$ cat src/rtl/dmem_pkg.sv
// Shared types and encodings for the data-memory access controller.
package dmem_pkg;

   typedef enum logic [1:0] {
      ST_IDLE  = 2'd0,
      ST_ISSUE = 2'd1,
      ST_WAIT  = 2'd2,
      ST_RESP  = 2'd3
   } state_t;

   localparam logic [1:0] SZ_BYTE = 2'b00;
   localparam logic [1:0] SZ_HALF = 2'b01;
   localparam logic [1:0] SZ_WORD = 2'b10;
   localparam logic [1:0] SZ_ILL  = 2'b11;

   localparam int DEF_TIMEOUT = 255;

   typedef struct packed {
      logic        we;
      logic [31:0] addr;
      logic [31:0] wdata;
      logic [3:0]  wmask;
      logic [1:0]  size;
      logic        uns;
   } req_t;

   // Illegal size or an address not naturally aligned to the access size.
   function automatic logic bad_access(input logic [1:0] size, input logic [1:0] a);
      case (size)
         SZ_BYTE: bad_access = 1'b0;
         SZ_HALF: bad_access = a[0];
         SZ_WORD: bad_access = (a != 2'b00);
         default: bad_access = 1'b1;
      endcase
   endfunction

endpackage

$ cat src/rtl/dmem_access_ctrl_load_aligner.sv
// Combinational load aligner: picks the addressed lane(s) and extends to 32 bits.
module load_aligner
   import dmem_pkg::*;
(
   input  logic [31:0] rdata,
   input  logic [1:0]  addr,
   input  logic [1:0]  size,
   input  logic        uns,
   output logic [31:0] result
);

   logic [3:0][7:0] lanes;
   logic [7:0]      byte_v;
   logic [15:0]     half_v;

   assign lanes  = rdata;
   assign byte_v = lanes[addr];
   assign half_v = addr[1] ? rdata[31:16] : rdata[15:0];

   always_comb begin
      result = '0;
      case (size)
         SZ_BYTE: result = {{24{~uns & byte_v[7]}}, byte_v};
         SZ_HALF: result = {{16{~uns & half_v[15]}}, half_v};
         SZ_WORD: result = rdata;
         default: result = '0;
      endcase
   end

endmodule

$ cat src/rtl/dmem_access_ctrl.sv
// Data-memory access controller: one outstanding load/store on a valid/ready bus,
// with alignment checks, load extension and a bus timeout.
module dmem_access_ctrl
   import dmem_pkg::*;
#(
   parameter int TIMEOUT_CYCLES = DEF_TIMEOUT
) (
   input  logic        clk,
   input  logic        rst,
   input  logic        req_valid,
   input  logic        req_we,
   input  logic [31:0] req_addr,
   input  logic [31:0] req_wdata,
   input  logic [3:0]  req_wmask,
   input  logic [1:0]  req_size,
   input  logic        req_unsigned,
   output logic        req_ready,
   output logic        stall,
   output logic        resp_valid,
   output logic [31:0] resp_rdata,
   output logic        resp_err,
   output logic        mem_valid,
   output logic        mem_we,
   output logic [31:0] mem_addr,
   output logic [31:0] mem_wdata,
   output logic [3:0]  mem_wmask,
   input  logic        mem_ready,
   input  logic        mem_rvalid,
   input  logic [31:0] mem_rdata
);

   // Last counted cycle before abort; a zero or one budget aborts after one cycle.
   localparam logic [31:0] TO_LAST = (TIMEOUT_CYCLES > 1) ? 32'(TIMEOUT_CYCLES - 1) : 32'd0;

   state_t      state;
   req_t        r;
   logic [31:0] cnt;
   logic [31:0] aligned;
   logic        timed_out;

   load_aligner u_align (
      .rdata  (mem_rdata),
      .addr   (r.addr[1:0]),
      .size   (r.size),
      .uns    (r.uns),
      .result (aligned)
   );

   assign timed_out = (cnt >= TO_LAST);

   always_ff @(posedge clk) begin
      if (rst) begin
         state      <= ST_IDLE;
         r          <= '0;
         cnt        <= '0;
         req_ready  <= 1'b1;
         stall      <= 1'b0;
         resp_valid <= 1'b0;
         resp_rdata <= '0;
         resp_err   <= 1'b0;
         mem_valid  <= 1'b0;
         mem_we     <= 1'b0;
         mem_addr   <= '0;
         mem_wdata  <= '0;
         mem_wmask  <= '0;
      end else begin
         resp_valid <= 1'b0;
         case (state)
            ST_IDLE: begin
               if (req_valid) begin
                  r         <= '{we: req_we, addr: req_addr, wdata: req_wdata,
                                 wmask: req_wmask, size: req_size, uns: req_unsigned};
                  cnt       <= '0;
                  req_ready <= 1'b0;
                  if (bad_access(req_size, req_addr[1:0])) begin
                     state      <= ST_RESP;
                     resp_valid <= 1'b1;
                     resp_err   <= 1'b1;
                     resp_rdata <= '0;
                  end else if (req_we && req_wmask == 4'b0000) begin
                     // Empty store: nothing to write, complete without touching the bus.
                     state      <= ST_RESP;
                     resp_valid <= 1'b1;
                     resp_err   <= 1'b0;
                     resp_rdata <= '0;
                  end else begin
                     state     <= ST_ISSUE;
                     stall     <= 1'b1;
                     mem_valid <= 1'b1;
                     mem_we    <= req_we;
                     mem_addr  <= {req_addr[31:2], 2'b00};
                     mem_wdata <= req_wdata;
                     mem_wmask <= req_we ? req_wmask : 4'b0000;
                  end
               end
            end

            ST_ISSUE: begin
               if (mem_ready || timed_out) begin
                  mem_valid <= 1'b0;
                  mem_we    <= 1'b0;
                  mem_wmask <= '0;
               end
               if (mem_ready && !r.we) begin
                  state <= ST_WAIT;
                  cnt   <= cnt + 32'd1;
               end else if (mem_ready || timed_out) begin
                  state      <= ST_RESP;
                  stall      <= 1'b0;
                  resp_valid <= 1'b1;
                  resp_err   <= !mem_ready;
                  resp_rdata <= '0;
               end else begin
                  cnt <= cnt + 32'd1;
               end
            end

            ST_WAIT: begin
               if (mem_rvalid || timed_out) begin
                  state      <= ST_RESP;
                  stall      <= 1'b0;
                  resp_valid <= 1'b1;
                  resp_err   <= !mem_rvalid;
                  resp_rdata <= mem_rvalid ? aligned : 32'd0;
               end else begin
                  cnt <= cnt + 32'd1;
               end
            end

            ST_RESP: begin
               state     <= ST_IDLE;
               req_ready <= 1'b1;
            end

            default: state <= ST_IDLE;
         endcase
      end
   end

endmodule

$ cat config.mk
export PLATFORM = sky130hd
export DESIGN_NAME = dmem_access_ctrl
export DESIGN_NICKNAME = d
export VERILOG_FILES = /design/src/rtl/dmem_pkg.sv /design/src/rtl/dmem_access_ctrl_load_aligner.sv /design/src/rtl/dmem_access_ctrl.sv
export SDC_FILE = /design/constraint.sdc
export NUM_CORES = 1
export LEC_CHECK = 0
export BUFFER_PORTS_ARGS = -buffer_cell sky130_fd_sc_hd__buf_2
export CORE_MARGIN = 5
export CORE_UTILIZATION = 43
export DETAILED_ROUTE_END_ITERATION = 10
export GPL_ROUTABILITY_DRIVEN = 0
export GPL_TIMING_DRIVEN = 0
export MAX_ROUTING_LAYER = met4
export PLACE_DENSITY = 0.69
export SYNTH_ARGS = -nofsm -noshare
export SYNTH_HDL_FRONTEND = slang
export SYNTH_HIERARCHICAL = 1
export SYNTH_SLANG_ARGS = --single-unit
$ cat constraint.sdc
create_clock -name clk -period 5.4 [get_ports clk]
set_input_delay 1.08 -clock clk [delete_from_list [all_inputs] [get_ports clk]]
set_output_delay 1.08 -clock clk [all_outputs]
set_load 0.005 [all_outputs]
**Word-level counts from Yosys, hierarchy flattened**

Index checks and enable logic that the tools add are counted.

- Register bits: 144
- Input bits: 109

- Add/subtract/negate cells: 1
- Order comparisons: 2
- Equality and inequality tests: 17
- Multiplexer cells: 62
- Bitwise logic cells: 5
- Reduce and logical (&&, ||, !) cells: 23

Operator list:

| kind | number |
|---|---|
| $mux 32 | 11 |
| $pmux 32 s3 | 3 |
| $add 32x1->32 const B | 1 |
| $ge 32x8->1 const B | 1 |
| $mux 1 | 25 |
| $mux 4 | 5 |
| $bmux 8 s2 | 1 |
| $mux 16 | 1 |
| $ne 2x2->1 const B | 7 |
| $mux 2 | 6 |
| $pmux 1 s3 | 4 |
| $ne 3x3->1 const B | 3 |
| $eq 2x2->1 const B | 4 |
| $mux 8 | 1 |
| $pmux 2 s4 | 1 |
| $pmux 4 s2 | 1 |
| $reduce_and 4->1 | 2 |
| $reduce_and 7->1 | 1 |
| $eq 2x1->1 const B | 3 |
| $logic_not 2->1 | 3 |
| $pmux 1 s2 | 3 |
| $reduce_and 6->1 | 1 |
| $reduce_bool 2->1 | 3 |
| $reduce_and 5->1 | 1 |
| other kinds (10) | 18 |

**Depth between registers and ports, before layout**

Gate-level depths: netlist of the first run.

- Depth in word-level cells: 8
- Gate-level depth with buffers: 10
- Mapped depth without buffers: 7

**By module**

The synthesis of the first run kept the hierarchy.

By module, submodules not included:

| module | times used | cells each | area an instance (um^2) | seq. area each (um^2) |
|---|---|---|---|---|
| dmem_access_ctrl | 1 | 754 | 6,167.2 | 2,882.8 |
| load_aligner | 1 | 118 | 827.0 | 0.0 |

**Least setup slack after synthesis of the first run**

No wires, ideal clock.

- Path type: input to register
- Start point: in req_addr[1]
- End point: reg stall
- Data arrival time: 2,574 ps
- Required time: 5,279 ps
- Setup slack: 2,705 ps
- Cell stages on the path: 5
- Cell sequence: or3_1 > a22oi_1 > nand2_1 > a2111oi_0 > mux2_2

- Longest elaborated chain between the ends: 7

Ends and longest elaborated chain:

| element | line | source |
|---|---|---|
| from (decl) | dmem_access_ctrl.sv:12 | `input logic [31:0] req_addr,` |
| $reduce_bool 2->1 | dmem_pkg.sv:32 | `SZ_WORD: bad_access = (a != 2'b00);` |
| $pmux 1 s3 | dmem_pkg.sv:29 | `case (size)` |
| $mux 1 | dmem_access_ctrl.sv:70 | `if (req_valid) begin` |
| $mux 1 | dmem_access_ctrl.sv:68 | `case (state)` |
| $mux 1 | dmem_access_ctrl.sv:52 | `if (rst) begin` |
| $ne 2x2->1 (no line) | - |  |
| $reduce_and 7->1 (no line) | - |  |
| to (signal assigned) | dmem_access_ctrl.sv:57 | `stall <= 1'b0;` |
| to (signal assigned) | dmem_access_ctrl.sv:88 | `stall <= 1'b1;` |
| to (signal assigned) | dmem_access_ctrl.sv:109 | `stall <= 1'b0;` |
| to (decl) | dmem_access_ctrl.sv:18 | `output logic stall,` |

Every way passes these cells. The select of a mux whose other input is x is not followed.
A chain may end at the register's enable or synchronous reset.

**Final worst setup path of the first run**

Same ends and word-level chain as after synthesis.

==> run metrics, run 1 <==
post-synth top area share 41.2%; DR vias 7,107; top post-synthesis cells by area dfxtp_1 (41%), nand2_1 (13%), a21oi_1 (7.4%); grt total ovfl 0; clock buffer depth 2; vias in the first global route 6,839; syn avg cell area 8.02 µm²; Synth async-reset ratio 0%; dpl cells 1,299; final hold vios 0; average wire per standard cell 16.1 µm; Place WS 1990 ps; arrival time at the worst endpoint 3350 ps; CP cell instances buf_2, or3_1, a22oi_1, nand2_1, a2111oi_0, mux2_2; GRT Overall Usage 23.2%; Setup violations, final 0; Unique masters post-synth 67; Max Used Layer met4; I/O pin count 215; Cell Count, Final, Fillers Out 1,332; FP Rows 46; Synth Flop Type dfxtp_1; Initial Util 43.9%; total power 0.00366 W; slew margin rel. 25.1%; cell taking the most area after synthesis dfxtp_1; sequential share of the synthesized area 41.2%; Crit-path slowest cell a2111oi_0; leak pwr 3.63 nW; # port buffers 210; CP Max Fanout 4; critical path's largest stage delay 940 ps; clock insertion delay at the later pin of the skew report 430 ps; CTS tree yes; first-pass GRT wire length 34.0 mm; RSZ-0062 raised after global routing false; initial antenna violation count 1; number of synthesized flops with an enable pin 0; top achievable clock speed 0.330 GHz; Final Max Slew Viols 0; Routed WL 21.4 mm; fin worst setup slack 2370 ps; outcome finished clean; die height 138 µm; worst path bufs/invs 1; # Post-CTS Setup Buffers 0; worst-margin pin slew 1110 ps; DR vias/cell 5.34; Die X 138 µm; First DRT Iteration DRCs 489; layout cells sized above 1 26.2%; CTS Root Buffer Type clkbuf_16; Worst VDD drop 0.000260 V; crit path time final 3030 ps; Syn. warnings 6; Worst Path Required 5720 ps; TNS Setup 0 ps; Nets 1,217; PD cells 409 nW/µm²; WL met3 1.91 mm; # Max-Cap Violations 0; CTS buffer count 17; CP delay by family, top compound AO/OA/AOI/OAI gates; Worst Skew 8.42 ps; Setup Crit Path Kind input port to register; post-CTS resize count 0; kind of end point of the critical path register; most common cell in the netlist nand2_1; H-tree levels 4; crit share post-route 56.1%; DP Wirelength 16.0 mm; largest net degree at the start of global routing 17; WL met2 9.64 mm; Reg clk slew, reported paths 60 ps; Mapped Area 6990 µm²; total die area 18,900 µm²; register area 2880 µm²; Syn Inst Count 872; M1 WL 9.35 mm; fillcell total 1,520; Post-synth top cells nand2_1 (238), dfxtp_1 (144), a21oi_1 (104); clock sink count 144; post-synthesis register bit count 144; Core Area 15,900 µm²; Hold Path Class register to register; CP Launch Type input port; Initial DRT Pass Iterations 5; cts hold-fix bufs 0; Antenna Nets Post-Route 0; area of the multi-input gates 3700 µm²; Synth-to-Final Area Change 27.9%; DRC 0
[tightest hold or removal path, cell delays in order, from the launching register on]
cell and delay, ps:
dfxtp_1 300, nand2_1 50, a21oi_1 50
[layout make-up]
class / instances / area share, %
clock buffer: 17 / 4.76
antenna: 1 / 0.0280
buffer: 66 / 3.72
multi-input combinational: 641 / 41.4
inverter: 22 / 0.923
tap: 216 / 3.02
clock inverter: 15 / 2.22
sequential: 144 / 32.2
timing repair buffer: 210 / 11.7
[routing by layer]
metal  vias up  track usage (%)
met5         -                -
met4         0             8.48
met1      3237             29.6
met3        41             6.50
met2       305             35.2
li1       3524                -
[cells in the final DEF, fill, tap and decap left out, types with 6 or more instances in the layout]
master and n:
nor4_1 11, clkbuf_1 41, o21ai_2 10, o31ai_1 13, or3_1 12, clkbuf_16 17, a21oi_1 104, a31oi_1 8
nand4_1 15, nand2b_1 12, o32ai_1 9, o221ai_1 7, dfxtp_1 144, mux2i_1 43, nand3_1 14, or4_1 10
buf_2 222, nand3b_1 7, nand2_1 238, and3b_1 7, o22ai_1 7, inv_1 20, o211ai_1 8, o21ai_0 23
nor2_1 18, ha_1 6
[per-stage QoR]
| step | hold WS [ps] | area, µm² | utilization (%) |
|---|---|---|---|
| after detailed placement | 443 | 8320 | 52.2 |
| after global routing | 467 | 8950 | 56.1 |
| final | 450 | 8950 | 56.1 |
| after CTS | 452 | 8940 | 56.1 |
| after global placement | 439 | 8320 | 52.2 |
| after floorplan | 441 | 7000 | - |
[state kept, by name, summed over array words and instances (netlist names)]
register    cells
cnt            32
mem_wdata      32
resp_rdata     32
mem_addr       30
r               6
mem_wmask       4
state           2
mem_valid       1
mem_we          1
req_ready       1
resp_err        1
resp_valid      1
stall           1
[path summary, 6_finish.rpt]
kind | start | to | slack [ps] | depth (start not counted)
min reg2reg | mem_addr[23] | mem_addr[23] | 450 | 2
min | mem_addr[23] | mem_addr[23] | 450 | 2
max reg2reg | state[0] | cnt[27] | 2550 | 10
max | req_addr[1] | stall | 2370 | 6
[logic make-up after synthesis]
logic type / count (synthesis) / synth area share, %
compound gates: 209 / 18.7
fa+ha+maj: 6 / 1.07
buf+inv: 88 / 5.94
flops: 144 / 41.2
mux: 48 / 7.44
other cells: 1 / 0.0536
simple gates: 376 / 25.6
[power by group]
| part | switching (W) | internal (W) | leakage (nW) |
|---|---|---|---|
| clock network | 0.000514 | 0.000744 | 0.297 |
| logic | 0.000703 | 0.000477 | 2.16 |
| registers | 0.0000596 | 0.00116 | 1.17 |
No activity file was read; power rests on OpenSTA's default activity.
==> inputs of run 2 (changes only) <==
Settings changed: PLACE_DENSITY 0.69 to 0.72.
Clock period 5.4 ns to 2.5 ns, I/O delays scaled along.
==> run metrics, run 2 (synthesis results as in run 1) <==
fillcell total 1,531 (+0.72%); WL met2 9.60 mm (-0.38%); crit path time final 2390 ps; Synth-to-Final Area Change 29.1%; First DRT Iteration DRCs 386 (-21%); worst-margin pin slew 707 ps (-406 ps); Core Area 15,900 µm² (unchanged); CP Max Fanout 10 (+6); grt total ovfl 0 (unchanged); die height 138 µm (unchanged); dpl cells 1,299 (unchanged); kind of end point of the critical path register; DRC 0 (unchanged); CTS buffer count 17 (unchanged); top achievable clock speed 0.419 GHz; Hold Path Class input port to register; Worst Skew 10.9 ps (+2.50 ps); total die area 18,900 µm² (unchanged); Worst VDD drop 0.000529 V (+100%); DP Wirelength 16.0 mm (about the same); Antenna Nets Post-Route 0 (unchanged); PD cells 883 nW/µm² (+120%); CP cell instances inv_1, ha_1, clkinvlp_4, a2bb2oi_2, o31ai_2, nor3_4, buf_12, buf_8, mux2i_1; slew margin rel. 52.4% (+27 points); crit share post-route 95.4%; area of the multi-input gates 3760 µm² (+1.7%); CP delay by family, top buffers and inverters; # Max-Cap Violations 0 (unchanged); clock insertion delay at the later pin of the skew report 430 ps (about the same); critical path's largest stage delay 460 ps (-480 ps); Final Max Slew Viols 0 (unchanged); arrival time at the worst endpoint 2700 ps (-650 ps); Worst Path Required 2810 ps (-2910 ps); FP Rows 46 (unchanged); clock sink count 144 (unchanged); vias in the first global route 6,682 (-2.3%); placed inst area 8320 µm² (unchanged); first-pass GRT wire length 33.1 mm (-2.7%); register area 2880 µm² (unchanged); # port buffers 210 (unchanged); I/O pin count 215 (unchanged); largest net degree at the start of global routing 17 (unchanged); fin worst setup slack 115 ps (-2260 ps); outcome finished clean; R2R depth 9 (-1); initial antenna violation count 2 (+1); CTS tree yes; Setup violations, final 0 (unchanged); Initial Util 43.9% (unchanged); DR vias 7,118 (+0.15%); clock buffer depth 2 (unchanged); Place WS -395 ps (-2380 ps); total power 0.00797 W (+120%); Routed WL 21.3 mm (-0.50%); hold path cells 3 (+1); most common library cell in the layout ignoring fill and taps nand2_1; WL met3 1.74 mm (-8.9%); H-tree levels 4 (unchanged); most frequent cells in the layout nand2_1 (238), buf_2 (223), dfxtp_1 (144), a21oi_1 (104), mux2i_1 (43); average wire per standard cell 16.0 µm (-0.50%); layout cells sized above 1 28.1% (+1.9 points); final hold vios 0 (unchanged); Reg clk slew, reported paths 60 ps (about the same); worst path bufs/invs 4 (+3); Cell Count, Final, Fillers Out 1,332 (unchanged); Setup Crit Path Kind register to register; Initial DRT Pass Iterations 5 (unchanged); Top Registers cnt x32, mem_wdata x32, resp_rdata x32; Nets 1,217 (unchanged); CP Launch Type register; CTS Root Buffer Type clkbuf_16; Max Used Layer met4; CP Depth 9 (+3); design area 9030 µm² (+0.95%); Crit-path slowest cell o31ai_2; Die X 138 µm (unchanged); M1 WL 9.38 mm (+0.31%); DR vias/cell 5.34 (+0.15%); leak pwr 3.69 nW (+1.8%); GRT Overall Usage 22.7% (-0.57 points); Post-Route Utilization 56.6% (+0.53 points)
## run 2: cell types whose count changed in the layout (fill, tap and decap cells not counted), sizes merged
cell | previous run | this run
clkbuf | 60 | 58
buf | 233 | 237
inv | 28 | 24
clkinv | 3 | 4
diode | 1 | 2
## run 2: worst paths after layout
| path | from | end | slack [ps] |
|---|---|---|---|
| setup / recovery | state[1] | resp_rdata[7] | 110 |
| hold / removal | req_wdata[23] | mem_wdata[23] | 310 |
| hold reg to reg | mem_wdata[7] | mem_wdata[7] | 450 |
| setup reg to reg | state[1] | resp_rdata[7] | 110 |
## run 2: what timing repair did
item	CTS	global route
resized for setup	15	14
hold buffers	0	0
setup endpoints to repair	83	130
pin swaps	1	1
buffers inserted	0	2
gates cloned	0	0
## run 2: tightest hold or removal path, cell delays in order
cell	delay [ps]
buf_2	90
nand2_1	40
a21oi_1	50
## run 2: where the power goes
part | internal, W | leakage, nW | total (W) | switching (W)
clock network | 0.00162 | 0.296 | 0.00264 | 0.00102
logic | 0.00112 | 2.23 | 0.00269 | 0.00157
registers | 0.00250 | 1.17 | 0.00264 | 0.000133
## run 2: cell type report
type                    instances  area share [%]
repair buffers                212            11.9
clock buffers                  19            5.02
plain buffers                  64            3.75
well taps                     216            2.99
clock inverters                12            1.72
diodes                          2          0.0554
multi-input cells             641            41.6
inverters                      22           0.956
flip-flops and latches        144            31.9
## run 2: per-stage QoR
stage / hold WS (ps) / TNS [ps]
final: 307 / 0
after global routing: 291 / -80.9
after CTS: 290 / -8.24
after detailed placement: 444 / -11960
after global placement: 439 / -8920
after floorplan: 441 / 0
## run 2: routing by layer
metal / up-vias / GRT usage, %
met5: - / -
met4: 0 / 9.98
met2: 286 / 34.2
li1: 3532 / -
met1: 3252 / 28.7
met3: 48 / 5.81
==> inputs of run 3 (changes only) <==
Settings changed: PLACE_DENSITY 0.72 to 0.73.
==> run metrics, run 3 (synthesis results as in run 1) <==
outcome finished clean; worst-margin pin slew 661 ps (-46.4 ps); CP Max Fanout 11 (+1); first-pass GRT wire length 33.2 mm (+0.37%); # port buffers 210 (unchanged); Die X 138 µm (unchanged); Synth-to-Final Area Change 29.0%; Antenna Nets Post-Route 0 (unchanged); most frequent cells in the layout nand2_1 (238), buf_2 (222), dfxtp_1 (144), a21oi_1 (104), mux2i_1 (43); placed inst area 8320 µm² (unchanged); Worst VDD drop 0.000562 V (+6.3%); Worst Skew 16.3 ps (+5.37 ps); final hold vios 0 (unchanged); Seq pwr share 32.9% (-0.2 points); reg2reg setup slack 140 ps (+30 ps); crit share post-route 94.3% (-1.1 points); CP cell instances inv_1, ha_2, nor2b_1, a2111oi_2, a31oi_2, buf_2, o21ai_2, buf_2, a21oi_1; DRC 0 (unchanged); Hold Path Class input port to register; Core Area 15,900 µm² (unchanged); Top Registers cnt x32, mem_wdata x32, resp_rdata x32; hold slack 305 ps (-2.63 ps); clock sink count 144 (unchanged); grt total ovfl 0 (unchanged); CTS buffer count 17 (unchanged); crit path time final 2360 ps (-27.6 ps); First DRT Iteration DRCs 424 (+9.8%); DP Wirelength 16.0 mm (+0.19%); CTS tree yes; CP Capture Point cnt[27]; initial antenna violation count 1 (-1); cts hold-fix bufs 0 (unchanged); largest net degree at the start of global routing 17 (unchanged); H-tree levels 4 (unchanged); Reg clk slew, reported paths 60 ps (about the same); FP Rows 46 (unchanged); arrival time at the worst endpoint 2650 ps (-50 ps); leak pwr 3.68 nW (-0.45%); Initial Util 43.9% (unchanged); CP Launch Type register; DR vias 7,162 (+0.62%); top achievable clock speed 0.424 GHz (+1.2%); I/O pin count 215 (unchanged); RSZ-0062 raised after global routing false; clock insertion delay at the later pin of the skew report 430 ps (about the same); Setup violations, final 0 (unchanged); layout cells sized above 1 27.4% (-0.65 points); switching share of power 33.9% (-0.32 points); DR vias/cell 5.38 (+0.62%); Nets 1,218 (+0.082%); Worst Path Required 2800 ps (about the same); GRT Overall Usage 22.7% (+0.024 points); internal power 0.00530 W (+1.1%); Worst R2R End cnt[27]; design area 9020 µm² (-0.11%); # Max-Cap Violations 0 (unchanged); Routed WL 21.4 mm (+0.58%); clock buffer depth 2 (unchanged); R2R depth 9 (unchanged); CTS Root Buffer Type clkbuf_16; die height 138 µm (unchanged); most common library cell in the layout ignoring fill and taps nand2_1; slew margin rel. 55.6% (+3.1 points); crit-path most repeated cell buf_2; total die area 18,900 µm² (unchanged); Initial DRT Pass Iterations 7 (+2); combinational power share 33.3% (-0.5 points); Clock Power Share 33.8% (+0.7 points); critical path's largest stage delay 380 ps (-80 ps); Setup Crit Path Kind register to register; worst setup path start state[0]; PD cells 889 nW/µm² (+0.72%); reg2reg start state[0]; average wire per standard cell 16.1 µm (+0.58%); Final Max Slew Viols 0 (unchanged); Crit-path slowest cell dfxtp_1; vias in the first global route 6,793 (+1.7%); kind of end point of the critical path register; Sw Pwr 0.00272 W (-0.33%)
[run 3: how the worst min path moves through the flow]
stage / from / to / cells after the start
after floorplan: r[2] / r[2] / 2
after global placement: mem_addr[10] / mem_addr[10] / 2
after detailed placement: mem_addr[25] / mem_addr[25] / 2
after CTS: req_wdata[20] / mem_wdata[20] / 3
after global routing: req_wdata[4] / mem_wdata[4] / 3
final: req_wdata[17] / mem_wdata[17] / 3
[run 3: layout make-up]
type | count | area, µm²
inverter | 22 | 82.6
sequential | 144 | 2880
timing repair buffer | 214 | 1080
clock inverter | 13 | 185
tap | 216 | 270
buffer | 63 | 323
clock buffer | 18 | 439
antenna | 1 | 2.50
fill | 1492 | 6920
multi-input combinational | 641 | 3750
[run 3: critical path: cells and delay by family, from the launching register on]
kind	cells	cell delay, ps
AO/OA/AOI/OAI	4	800
buffers and inverters	3	630
AND/OR/NAND/NOR	1	160
flip-flops	1	380
adder cells (fa/ha/maj)	1	270
[run 3: repair_timing]
action | in CTS | in global routing
pin swaps | 0 | 1
gates resized for setup | 6 | 9
endpoints found under the setup margin | 98 | 127
endpoints found under the hold margin | 0 | 0
buffers inserted | 0 | 4
[run 3: power by group through the flow]
stage          combinational [W]  sequential, W  clock [W]
2_1_floorplan            0.00176        0.00268          0
3_3_place_gp             0.00253        0.00268          0
3_5_place_dp             0.00254        0.00268          0
4_1_cts                  0.00258        0.00263    0.00275
5_1_grt                  0.00291        0.00266    0.00285
6_report                 0.00267        0.00263    0.00271
[run 3: per-stage QoR]
stage               util [%]  setup slack, ps  std cells  setup TNS [ps]  power (W)
finish                  56.6              142       1332               0    0.00802
global route            56.6             18.0       1332               0    0.00842
CTS                     56.2             28.3       1328               0    0.00796
detailed placement      52.2             -329       1299          -13570    0.00522
global placement        52.2             -338       1299          -10860    0.00521
floorplan                  -              264        873               0    0.00445
[run 3: routing by layer]
layer	track usage [%]	vias to the layer above	part of all wire, %
met1	28.5	3286	43
met3	5.84	42	8.8
li1	-	3534	-
met5	-	-	0
met4	9.04	0	2.7
met2	34.9	300	45
